### config.mk
export PLATFORM = sky130hd
export DESIGN_NAME = rom_arbiter
export DESIGN_NICKNAME = d
export VERILOG_FILES = /design/src/rtl/rom_arb_pkg.sv /design/src/rtl/rom_lut.sv /design/src/rtl/rom_arbiter.sv
export SDC_FILE = /design/constraint.sdc
export NUM_CORES = 1
export LEC_CHECK = 0
export CORE_MARGIN = 4
export CORE_UTILIZATION = 52
export DETAILED_ROUTE_END_ITERATION = 16
export GPL_TIMING_DRIVEN = 0
export MAX_ROUTING_LAYER = met4
export PLACE_DENSITY = 0.84
export SETUP_SLACK_MARGIN = 0.3
export SLEW_MARGIN = 5
export SYNTH_ARGS = -nofsm -noshare
export SYNTH_HDL_FRONTEND = slang
export SYNTH_HIERARCHICAL = 1
export SYNTH_SLANG_ARGS = --single-unit
### constraint.sdc
create_clock -name clk_2 -period 3.2 [get_ports clk_2]
set_input_delay 0.48 -clock clk_2 [delete_from_list [all_inputs] [get_ports clk_2]]
set_output_delay 0.48 -clock clk_2 [all_outputs]
set_load 0.005 [all_outputs]
### src/rtl/rom_arb_pkg.sv
// Shared types and constants for the ROM arbiter slice: FSM states,
// default widths and the fixed lookup-table contents.
package rom_arb_pkg;

    typedef enum logic [1:0] {
        IDLE = 2'd0,
        READ = 2'd1,
        RESP = 2'd2
    } arb_state_t;

    localparam int DEF_NREQ   = 2;
    localparam int DEF_ADDR_W = 2;
    localparam int DEF_DATA_W = 4;
    localparam int DEF_CNT_W  = 8;

    localparam int ROM_DEPTH = 4;

    // Entry i sits at index [i], so ROM_DATA[0] = 3 and ROM_DATA[3] = C.
    localparam logic [ROM_DEPTH-1:0][3:0] ROM_DATA = {4'hC, 4'h9, 4'h6, 4'h3};

endpackage

### src/rtl/rom_lut.sv
// Combinational lookup of the shared 4-entry ROM.
// Addresses beyond the table read as zero.
module rom_lut
    import rom_arb_pkg::*;
#(
    parameter int ADDR_W = DEF_ADDR_W,
    parameter int DATA_W = DEF_DATA_W
) (
    input  logic [ADDR_W-1:0] addr,
    output logic [DATA_W-1:0] data
);

    always_comb begin
        data = '0;
        for (int i = 0; i < ROM_DEPTH; i++) begin
            if (int'(addr) == i) begin
                data = DATA_W'(ROM_DATA[i]);
            end
        end
    end

endmodule

### src/rtl/rom_arbiter.sv
// Round-robin arbiter giving NREQ requesters one-at-a-time access to the
// lookup ROM, with registered grant/data/strobe and per-requester counters.
module rom_arbiter
    import rom_arb_pkg::*;
#(
    parameter int NREQ   = DEF_NREQ,
    parameter int ADDR_W = DEF_ADDR_W,
    parameter int DATA_W = DEF_DATA_W,
    parameter int CNT_W  = DEF_CNT_W
) (
    input  logic                        clk_2,
    input  logic                        rst_n,
    input  logic [NREQ-1:0]             req,
    input  logic [NREQ-1:0][ADDR_W-1:0] addr,
    output logic [NREQ-1:0]             gnt,
    output logic [NREQ-1:0]             rvalid,
    output logic [DATA_W-1:0]           rdata,
    output logic                        busy,
    output logic [NREQ-1:0][CNT_W-1:0]  gnt_cnt
);

    localparam int OWN_W = $clog2(NREQ);

    arb_state_t        state;
    arb_state_t        state_nx;
    logic [OWN_W-1:0]  ptr;
    logic [OWN_W-1:0]  owner;
    logic [OWN_W-1:0]  winner;
    logic [ADDR_W-1:0] addr_q;
    logic [DATA_W-1:0] lut_data;

    // Descending scan so the requester closest to ptr (upward, wrapping) wins.
    function automatic logic [OWN_W-1:0] pick_winner(input logic [NREQ-1:0] r,
                                                     input logic [OWN_W-1:0] p);
        logic [OWN_W-1:0] w;
        int idx;
        w = p;
        for (int k = NREQ - 1; k >= 0; k--) begin
            idx = (int'(p) + k) % NREQ;
            if (r[idx]) begin
                w = OWN_W'(idx);
            end
        end
        return w;
    endfunction

    assign winner = pick_winner(req, ptr);

    rom_lut #(
        .ADDR_W (ADDR_W),
        .DATA_W (DATA_W)
    ) u_lut (
        .addr (addr_q),
        .data (lut_data)
    );

    always_ff @(posedge clk_2 or negedge rst_n) begin
        if (!rst_n) begin
            state <= IDLE;
        end else begin
            state <= state_nx;
        end
    end

    always_comb begin
        state_nx = state;
        case (state)
            IDLE:    if (|req) state_nx = READ;
            READ:    state_nx = RESP;
            RESP:    state_nx = IDLE;
            default: state_nx = IDLE;
        endcase
    end

    // The round-robin pointer only advances once a transaction fully completes,
    // so a reset mid-transaction leaves priority back at requester 0.
    always_ff @(posedge clk_2 or negedge rst_n) begin
        if (!rst_n) begin
            gnt     <= '0;
            rvalid  <= '0;
            rdata   <= '0;
            busy    <= 1'b0;
            gnt_cnt <= '0;
            owner   <= '0;
            addr_q  <= '0;
            ptr     <= '0;
        end else begin
            busy <= (state_nx != IDLE);
            case (state)
                IDLE: begin
                    if (|req) begin
                        gnt    <= NREQ'(1) << winner;
                        owner  <= winner;
                        addr_q <= addr[winner];
                    end
                end
                READ: begin
                    gnt    <= '0;
                    rdata  <= lut_data;
                    rvalid <= NREQ'(1) << owner;
                end
                RESP: begin
                    rvalid         <= '0;
                    gnt_cnt[owner] <= gnt_cnt[owner] + CNT_W'(1);
                    ptr            <= (int'(owner) == NREQ - 1) ? '0 : owner + 1'b1;
                end
                default: begin
                    gnt    <= '0;
                    rvalid <= '0;
                end
            endcase
        end
    end

endmodule

==> run_results.csv, run 1 <==
group,metric,value,unit
worst_setup_path,crit_cells,1,
synthesis,yosysTopAreaCell,"dfrtp_1",
floorplan,die_y,59.2,um
synthesis,synthArstFlopShare,1.00,
synthesis,ys_seq_area_frac,0.568,
drt,via_count,977,
job,max_cap_viol_count,0,
sta,clock.fmax,561,MHz
sta,setup_slack,1.42,ns
placement,portBuffers,32,
sta,layout_min_cycle_time,1.78,ns
sta,timing.final.crit_share,0.557,
sta,rsz0062_at_grt,"no",
placement,dpl-instance-area,0.00172,mm^2
worst_setup_path,timing.setup.critical_path_class,"reg -> out",
layout,area_growth,28.9,%
placement,dp_slack,1.12,ns
sta,final-hold-violation-count,0,
power_and_ir_drop,max-vdd-ir-drop,654,uV
synthesis,ys.warnings.count,6,
sta,drv_slew,0,
grt,grt_start_max_net_pins,32,
placement,gp_congestion,0.772,
synthesis,syn-num-nets,124,
worst_setup_path,endpoint,"gnt_cnt[11]",
clock_tree,clkLatencyLatePin,0.33,ns
layout,drive_above_1_share,0.118,
worst_setup_path,worstPathCellList,"clkdlybuf4s50_1",
drt,drt-total-wl,2650,um
layout,final_cells,183,
clock_tree,root_buffer,"clkbuf_4",
drt,viasPerCell,5.34,
worst_setup_path,crit_path_start_kind,"flip-flop",
floorplan,die_w,59.2,um
power_and_ir_drop,power.leakage,0.787,nW
clock_tree,clkSlewWorstSetupHoldPaths,0.09,ns
clock_tree,cts.path.max_buffers,2,
drt,route.detailed.wl_per_inst,14.5,um
sta,worst_pin_slew,0.654,ns
sta,slew_headroom,0.564,
layout,multi_input_area,528,um^2
synthesis,synth.distinct_cells,31,
floorplan,rows,18,
clock_tree,cts_tree,"done",
synthesis,synthCells,115,
sta,final.setup.tns,0,ns
sta,finClkSkew,0.00913,ns
drt,dr.pass1.iters,4,
clock_tree,cts.htree.levels,2,
drt,drt.antenna.violating_nets,0,
floorplan,die_area,0.00351,mm^2
synthesis,yosysTopAreaCellShare,0.568,
outcome,status,"finished, final reports clean",
layout,fillCellCount,185,
synthesis,avgSynthCellArea,11.9,um^2
grt,antenna_found_initial,0,
floorplan,io_pins,33,
clock_tree,cts_setup_buffers,0,
synthesis,synth_compound_area_frac,0.0550,
worst_setup_path,rrSetupSlack,1.49,ns
drt,drt_iter0_drc,38,
synthesis,synth_top_family_by_area,"simple AND/OR/NAND/NOR gates",
synthesis,synthMuxAreaShare,0.0807,
worst_setup_path,critPathRequiredTime,2.72,ns
worst_hold_path,hp-class,"in -> async",
clock_tree,cts_hold_buffers,0,
synthesis,synthAdderAreaFrac,0.00917,
floorplan,start_util,0.546,
grt,grt_pass1_wl,4530,um
placement,post-place-cells,177,
synthesis,synth_top_cells_by_area,"dfrtp_1 57%, mux2_2 6.6%, xnor2_1 5.8%, xor2_1 3.2%, nand4_1 2.7%",
layout,regArea,776,um^2
layout,design_area,0.00176,mm^2
clock_tree,cts.sinks,31,
clock_tree,cts_buffers,5,
worst_setup_path,slowest_stage,"clkdlybuf4s50_1",
synthesis,synth_area,0.00137,mm^2
drt,post-route-drc-count,0,
grt,first_global_vias,992,
synthesis,synth_xor_area_frac,0.0898,
sta,holdWs,0.166,ns
worst_setup_path,critPathArrivalTime,1.30,ns
synthesis,synth_flop_cell,"dfrtp_1",
worst_setup_path,crit_fanout,6,
worst_setup_path,critPathMaxStageDelay,0.53,ns
layout,nets,163,
synthesis,synth_common_cells,"31 x dfrtp_1, 9 x xnor2_1, 8 x inv_1, 8 x mux2_2, 7 x nand3_1",
worst_setup_path,path_buf_inv,1,
floorplan,core_area,0.00250,mm^2
worst_setup_path,worstReg2RegEnd,"gnt_cnt[12]",
synthesis,synth-edff-count,0,
grt,track_usage,0.185,
grt,overflow,0,
worst_setup_path,crit_path_end_kind,"output pin",
clock_tree,cts_resized,0,
synthesis,synthMostInstantiatedCell,"dfrtp_1",
synthesis,ys_ff_latch,31,
worst_setup_path,crit_family,"buffers and inverters",
worst_setup_path,crit_start,"gnt_cnt[11]",
worst_setup_path,timing.rr.start,"owner",
synthesis,yosys.area_share.simple,0.152,
placement,hpwl,1990,um
power_and_ir_drop,powerDensity,861,mW/mm^2
layout,diodes,0,
sta,finalSetupViolCount,0,
worst_setup_path,worstRegToRegCells,6,
==> state kept, by name, summed over array words and instances, names as in the netlist <==
name and count:
owner 1, gnt_cnt 16, ptr 1, gnt 2, state 2, rvalid 2
busy 1, rdata 4, addr_q 2
==> metrics by stage <==
| stage | util | total power [W] |
|---|---|---|
| 2_1_floorplan | - | 0.00101 |
| 3_3_place_gp | 0.689 | 0.00130 |
| 3_5_place_dp | 0.689 | 0.00133 |
| 4_1_cts | 0.706 | 0.00153 |
| 5_1_grt | 0.704 | 0.00163 |
| 6_report | 0.704 | 0.00151 |
==> metal layers <==
layer	track usage	vias up	part of all wire
met2	0.281	23	0.49
li1	-	475	-
met3	0.0763	6	0.054
met4	0.0744	0	0.017
met5	-	-	0
met1	0.218	473	0.44
==> cells by family (layout without fill, tap and decap cells) <==
kind of cell    after synthesis  in the layout
compound gates               11             11
xor+xnor                     14             14
fa+ha+maj                     1              1
buf+inv                      13             51
flops                        31             31
mux                          10             10
simple gates                 35             35
==> cell usage in the layout, fill, tap and decap left out, drive strengths merged, types with 5 or more instances in the layout <==
| cell type | synthesis | layout |
|---|---|---|
| inv | 8 | 8 |
| nand3 | 7 | 7 |
| mux2 | 8 | 8 |
| clkdlybuf4s50 | 0 | 31 |
| nand4 | 6 | 6 |
| dfrtp | 31 | 31 |
| clkbuf | 3 | 9 |
| xnor2 | 9 | 9 |
| xor2 | 5 | 5 |
| nor2 | 5 | 5 |
==> layout make-up <==
type                            instances  share of cell area
Sequential cell                        31               0.441
Multi-Input combinational cell         71               0.300
Timing Repair Buffer                   32               0.179
Clock buffer                            6              0.0235
Tap cell                               30              0.0213
Buffer                                  5              0.0178
Inverter                                8              0.0171
==> power by group <==
| group | leakage, nW | total, W | switching (W) | internal [W] |
|---|---|---|---|---|
| Combinational | 0.371 | 0.000667 | 0.000273 | 0.000393 |
| Clock | 0.0242 | 0.000195 | 0.000117 | 0.0000779 |
| Sequential | 0.392 | 0.000653 | 0.000118 | 0.000535 |
| Total | 0.787 | 0.00151 | 0.000509 | 0.00101 |
==> worst min-delay path by stage <==
| stage | to | slack [ns] | start | cells after the start |
|---|---|---|---|---|
| final | rvalid[0] | 0.17 | rst_n | 1 |
| after global routing | gnt_cnt[13] | 0.20 | rst_n | 1 |
| after CTS | gnt_cnt[15] | 0.47 | gnt_cnt[15] | 1 |
| after detailed placement | gnt_cnt[15] | 0.46 | gnt_cnt[15] | 1 |
| after global placement | gnt_cnt[15] | 0.46 | gnt_cnt[15] | 1 |
| after floorplan | addr_q[0] | 0.18 | rst_n | 0 |
No activity file was read; power rests on OpenSTA's default activity.
==> run 2, diff against run 1 <==
- CORE_UTILIZATION: 52 -> 48
- PLACE_DENSITY: 0.84 -> 0.79
- clock period: 3.2 -> 1.8 ns (I/O delays scaled with it)
==> run_results.csv, run 2 (synthesis gave the netlist of run 1 again) <==
group,metric,value,unit
worst_setup_path,crit_path_end_kind,"flip-flop",
worst_setup_path,crit_fanout,3,
sta,layout_min_cycle_time,1.50,ns
floorplan,start_util,0.499,
layout,design_area,0.00197,mm^2
drt,drt-total-wl,3030,um
power_and_ir_drop,powerDensity,1490,mW/mm^2
sta,final-hold-violation-count,24,
layout,nets,182,
sta,worst_pin_slew,0.665,ns
sta,clock.fmax,666,MHz
grt,overflow,0,
grt,antenna_found_initial,0,
placement,portBuffers,32,
drt,drt.antenna.violating_nets,0,
floorplan,io_pins,33,
layout,final_cells,203,
sta,finalSetupViolCount,0,
layout,drive_above_1_share,0.256,
floorplan,core_area,0.00273,mm^2
worst_setup_path,worstRegToRegCells,6,
sta,holdWs,-0.0227,ns
clock_tree,clkSlewWorstSetupHoldPaths,0.09,ns
outcome,failed_checks,"hold timing",
drt,route.detailed.wl_per_inst,14.9,um
layout,area_growth,44.3,%
power_and_ir_drop,max-vdd-ir-drop,1190,uV
floorplan,die_w,61.3,um
placement,gp_congestion,0.778,
clock_tree,root_buffer,"clkbuf_4",
clock_tree,clkLatencyLatePin,0.31,ns
clock_tree,cts.path.max_buffers,2,
drt,viasPerCell,5.14,
grt,grt_start_max_net_pins,32,
worst_setup_path,timing.setup.critical_path_class,"reg -> reg",
placement,hpwl,2000,um
floorplan,rows,19,
drt,post-route-drc-count,0,
placement,dp_slack,0.149,ns
worst_setup_path,crit_start,"owner",
layout,largest_register,"gnt_cnt",
worst_setup_path,worstReg2RegEnd,"gnt_cnt[14]",
power_and_ir_drop,fin_total_pwr,0.00294,W
sta,finClkSkew,0.0112,ns
sta,final.setup.tns,0,ns
sta,drv_slew,0,
worst_hold_path,hp-class,"in -> async",
power_and_ir_drop,power.share.sequential,0.384,
layout,largest_reg_flops,16,
clock_tree,cts_tree,"done",
worst_setup_path,timing.rr.start,"owner",
clock_tree,cts.htree.levels,2,
layout,final_common_cell,"dfrtp_1",
power_and_ir_drop,power_frac_clock,0.115,
clock_tree,cts.sinks,31,
drt,drt_iter0_drc,43,
power_and_ir_drop,pwr-share-comb,0.501,
layout,fillCellCount,199,
grt,first_global_vias,995,
power_and_ir_drop,power.internal,0.00196,W
layout,largestRegisters,"gnt_cnt: 16 flops, rdata: 4 flops",
grt,grt_pass1_wl,4750,um
power_and_ir_drop,power.leakage,0.995,nW
layout,multi_input_area,574,um^2
worst_setup_path,rrSetupSlack,0.30,ns
worst_setup_path,critPathRequiredTime,2.03,ns
layout,diodes,0,
outcome,status,"complete, but fails checks",
drt,via_count,1044,
job,max_cap_viol_count,0,
grt,track_usage,0.180,
floorplan,die_y,61.3,um
placement,dpl-instance-area,0.00172,mm^2
sta,slew_headroom,0.557,
power_and_ir_drop,swShare,0.332,
clock_tree,cts_buffers,5,
layout,regArea,777,um^2
layout,final_cell_mix,"30 x dfrtp_1, 23 x clkdlybuf4s50_1, 18 x buf_4",
floorplan,die_area,0.00376,mm^2
worst_setup_path,critPathArrivalTime,1.74,ns
sta,timing.final.crit_share,0.834,
placement,post-place-cells,178,
sta,rsz0062_at_grt,"yes",
drt,dr.pass1.iters,4,
worst_setup_path,crit_path_start_kind,"flip-flop",
worst_setup_path,endpoint,"gnt_cnt[14]",
sta,setup_slack,0.298,ns
power_and_ir_drop,p_sw,0.000976,W
==> run 2: changes by cell type in the layout (fill, tap and decap cells not counted), moves of 3 or more <==
cell	change
buf_4	+18
clkdlybuf4s50_1	-8
dlymetal6s2s_1	+5
dlygate4sd2_1	+3
==> run 2: final cells by class <==
cell class                      instances  share of cell area
Sequential cell                        31               0.395
Multi-Input combinational cell         71               0.292
Timing Repair Buffer                   51               0.239
Clock buffer                            6              0.0210
Tap cell                               31              0.0197
Buffer                                  5              0.0191
Inverter                                8              0.0152
==> run 2: how the worst min path moves through the flow <==
stage / from / to / slack, ns / depth (start not counted)
after floorplan: rst_n / addr_q[0] / -0.03 / 0
after global placement: gnt_cnt[15] / gnt_cnt[15] / 0.46 / 1
after detailed placement: rst_n / gnt_cnt[15] / 0.35 / 1
after CTS: rst_n / gnt_cnt[15] / 0.003 / 1
after global routing: rst_n / gnt_cnt[15] / 0.02 / 1
final: rst_n / gnt_cnt[15] / -0.02 / 1
==> run 2: worst max-delay path, stage by stage, from the launching register on <==
cell	delay, ns
dfrtp_1	0.39
buf_6	0.13
mux2_4	0.30
ha_4	0.16
and4b_2	0.24
nand3_2	0.09
xnor2_2	0.11
==> run 2: power groups by stage <==
stage / Combinational (W) / Sequential, W / Clock, W
after floorplan: 0.000656 / 0.00115 / 0
after global placement: 0.00116 / 0.00116 / 0
after detailed placement: 0.00119 / 0.00118 / 0
after CTS: 0.00141 / 0.00112 / 0.000348
after global routing: 0.00161 / 0.00115 / 0.000382
final: 0.00147 / 0.00113 / 0.000339
==> run 2: per-layer routing <==
metal  track usage  share of wire
met2         0.281           0.51
met5             -              0
met3        0.0503          0.038
met4        0.0650          0.014
met1         0.224           0.44
==> run 2: repair_timing <==
action	4_1_cts	5_1_grt
buffers inserted	12	7
hold buffers	0	0
endpoints found under the setup margin	17	14
gates resized for setup	8	12
pin swaps	2	6
==> run 2: stage by stage <==
stage	utilization	hold slack (ns)
floorplan	-	-0.0256
global placement	0.632	0.456
detailed placement	0.630	0.346
CTS	0.683	0.00286
global route	0.720	0.0151
finish	0.720	-0.0227
==> run 3, diff against run 2 <==
- CORE_UTILIZATION: 48 -> 43
- PLACE_DENSITY: 0.79 -> 0.75
- clock period: 1.8 -> 1.3 ns (I/O delays scaled with it)
==> run_results.csv, run 3 (synthesis gave the netlist of run 1 again) <==
group,metric,value,unit
outcome,status,"complete, but fails checks",
outcome,failed_checks,"setup timing",
layout,final_cell_mix,"29 x dfrtp_1, 26 x buf_4, 21 x buf_2",
floorplan,io_pins,33,
layout,area_growth,63.4,%
sta,drv_slew,0,
placement,post-place-cells,191,
worst_setup_path,timing.setup.critical_path_class,"reg -> reg",
clock_tree,clkLatencyLatePin,0.33,ns
drt,via_count,1161,
worst_setup_path,critPathRequiredTime,1.56,ns
placement,portBuffers,32,
layout,final_cells,236,
placement,hpwl,1980,um
worst_hold_path,hp-class,"in -> reg",
worst_setup_path,critPathMaxStageDelay,0.39,ns
drt,drt-total-wl,3450,um
placement,gp_congestion,0.827,
sta,finClkSkew,0.00749,ns
drt,viasPerCell,4.92,
grt,met3_usage,0.0756,
drt,post-route-drc-count,0,
layout,drive_above_1_share,0.557,
power_and_ir_drop,p_sw,0.00171,W
sta,clock.fmax,677,MHz
sta,setup_slack,-0.178,ns
grt,antenna_found_initial,0,
drt,drt.antenna.violating_nets,0,
layout,design_area,0.00223,mm^2
layout,largest_register,"gnt_cnt",
power_and_ir_drop,power.share.sequential,0.316,
layout,nets,200,
sta,finalSetupViolCount,12,
placement,dpl-instance-area,0.00181,mm^2
drt,drt_iter0_drc,67,
floorplan,die_area,0.00414,mm^2
clock_tree,cts.htree.levels,2,
sta,worst_pin_slew,0.409,ns
clock_tree,cts.sinks,31,
floorplan,core_area,0.00305,mm^2
grt,gr-usage-met2,0.309,
clock_tree,clkSlewWorstSetupHoldPaths,0.10,ns
drt,route.detailed.wl_per_inst,14.6,um
worst_setup_path,slowest_stage,"dfrtp_1",
sta,holdWs,0.296,ns
sta,slew_headroom,0.727,
floorplan,start_util,0.447,
floorplan,die_w,64.3,um
sta,final-hold-violation-count,0,
floorplan,rows,20,
power_and_ir_drop,power.leakage,1.13,nW
grt,grt_start_max_net_pins,32,
layout,largestRegisters,"gnt_cnt: 16 flops, rdata: 4 flops",
power_and_ir_drop,powerDensity,2240,mW/mm^2
clock_tree,cts_tree,"done",
job,max_cap_viol_count,0,
worst_setup_path,worstPathCellList,"buf_6, mux2_4, ha_4, and4b_2, nand3_2, xnor2_1",
grt,grt_pass1_wl,5690,um
sta,rsz0062_at_grt,"yes",
clock_tree,cts.path.max_buffers,2,
grt,first_global_vias,1235,
worst_setup_path,crit_path_end_kind,"flip-flop",
grt,overflow,0,
worst_setup_path,critPathArrivalTime,1.74,ns
power_and_ir_drop,power_frac_clock,0.128,
placement,dp_slack,-0.213,ns
floorplan,die_y,64.3,um
layout,diodes,0,
layout,largest_reg_flops,16,
power_and_ir_drop,power.internal,0.00329,W
worst_setup_path,crit_path_start_kind,"flip-flop",
grt,met1_usage,0.214,
power_and_ir_drop,swShare,0.342,
power_and_ir_drop,pwr-share-comb,0.556,
layout,final_common_cell,"dfrtp_1",
power_and_ir_drop,max-vdd-ir-drop,1360,uV
clock_tree,cts_buffers,5,
sta,timing.final.crit_share,1.14,
clock_tree,root_buffer,"clkbuf_4",
worst_setup_path,crit_fanout,4,
grt,track_usage,0.188,
sta,layout_min_cycle_time,1.48,ns
grt,top_usage_layer,"met2",
drt,dr.pass1.iters,5,
power_and_ir_drop,fin_total_pwr,0.00501,W
## run 3: stage by stage
step                TNS (ns)  utilization
finish                 -1.37        0.731
global route           -2.00        0.731
global placement      -16.41        0.596
CTS                    -1.03        0.687
detailed placement     -1.88        0.594
floorplan             -0.547            -
## run 3: area by class of cell
| type | count | area (um^2) |
|---|---|---|
| Buffer | 5 | 45.0 |
| Clock buffer | 8 | 68.8 |
| Fill cell | 233 | 822 |
| Inverter | 8 | 30.0 |
| Multi-Input combinational cell | 71 | 721 |
| Sequential cell | 31 | 778 |
| Tap cell | 44 | 55.1 |
| Timing Repair Buffer | 69 | 533 |
## run 3: critical path: cells and delay by family, from the launching register on
kind | cells | cell delay, ns
buf+inv | 1 | 0.13
flops | 1 | 0.39
mux | 1 | 0.30
xor+xnor | 1 | 0.11
simple gates | 2 | 0.31
fa+ha+maj | 1 | 0.16
## run 3: power by group through the flow
stage | sequential [W] | clock [W] | combinational, W
6_report | 0.00158 | 0.000641 | 0.00278
3_3_place_gp | 0.00164 | 0 | 0.00185
3_5_place_dp | 0.00166 | 0 | 0.00189
2_1_floorplan | 0.00162 | 0 | 0.00113
5_1_grt | 0.00162 | 0.000721 | 0.00302
4_1_cts | 0.00157 | 0.000660 | 0.00250
## run 3: routing by layer
layer,wire length [um],part of all wire
met1,1410,0.41
met2,1800,0.52
met3,184,0.053
met4,54,0.016
met5,0,0
## run 3: final timing paths
kind | endpoint | slack, ns | cells after the start | from
setup / recovery | gnt_cnt[12] | -0.18 | 6 | owner
hold / removal | owner | 0.30 | 2 | req[0]
max in group asynchronous | state[1] | 0.62 | 2 | rst_n
hold reg to reg | rdata[0] | 0.51 | 1 | rdata[0]
min in group asynchronous | gnt_cnt[14] | 0.36 | 2 | rst_n
setup reg to reg | gnt_cnt[12] | -0.18 | 6 | owner
## run 3: what timing repair did
action / 4_1_cts / 5_1_grt
buffers inserted: 30 / 6
pin swaps: 14 / 8
hold buffers: 1 / 0
endpoints found under the setup margin: 53 / 56
hold endpoints to repair: 31 / 0
resized for setup: 129 / 18
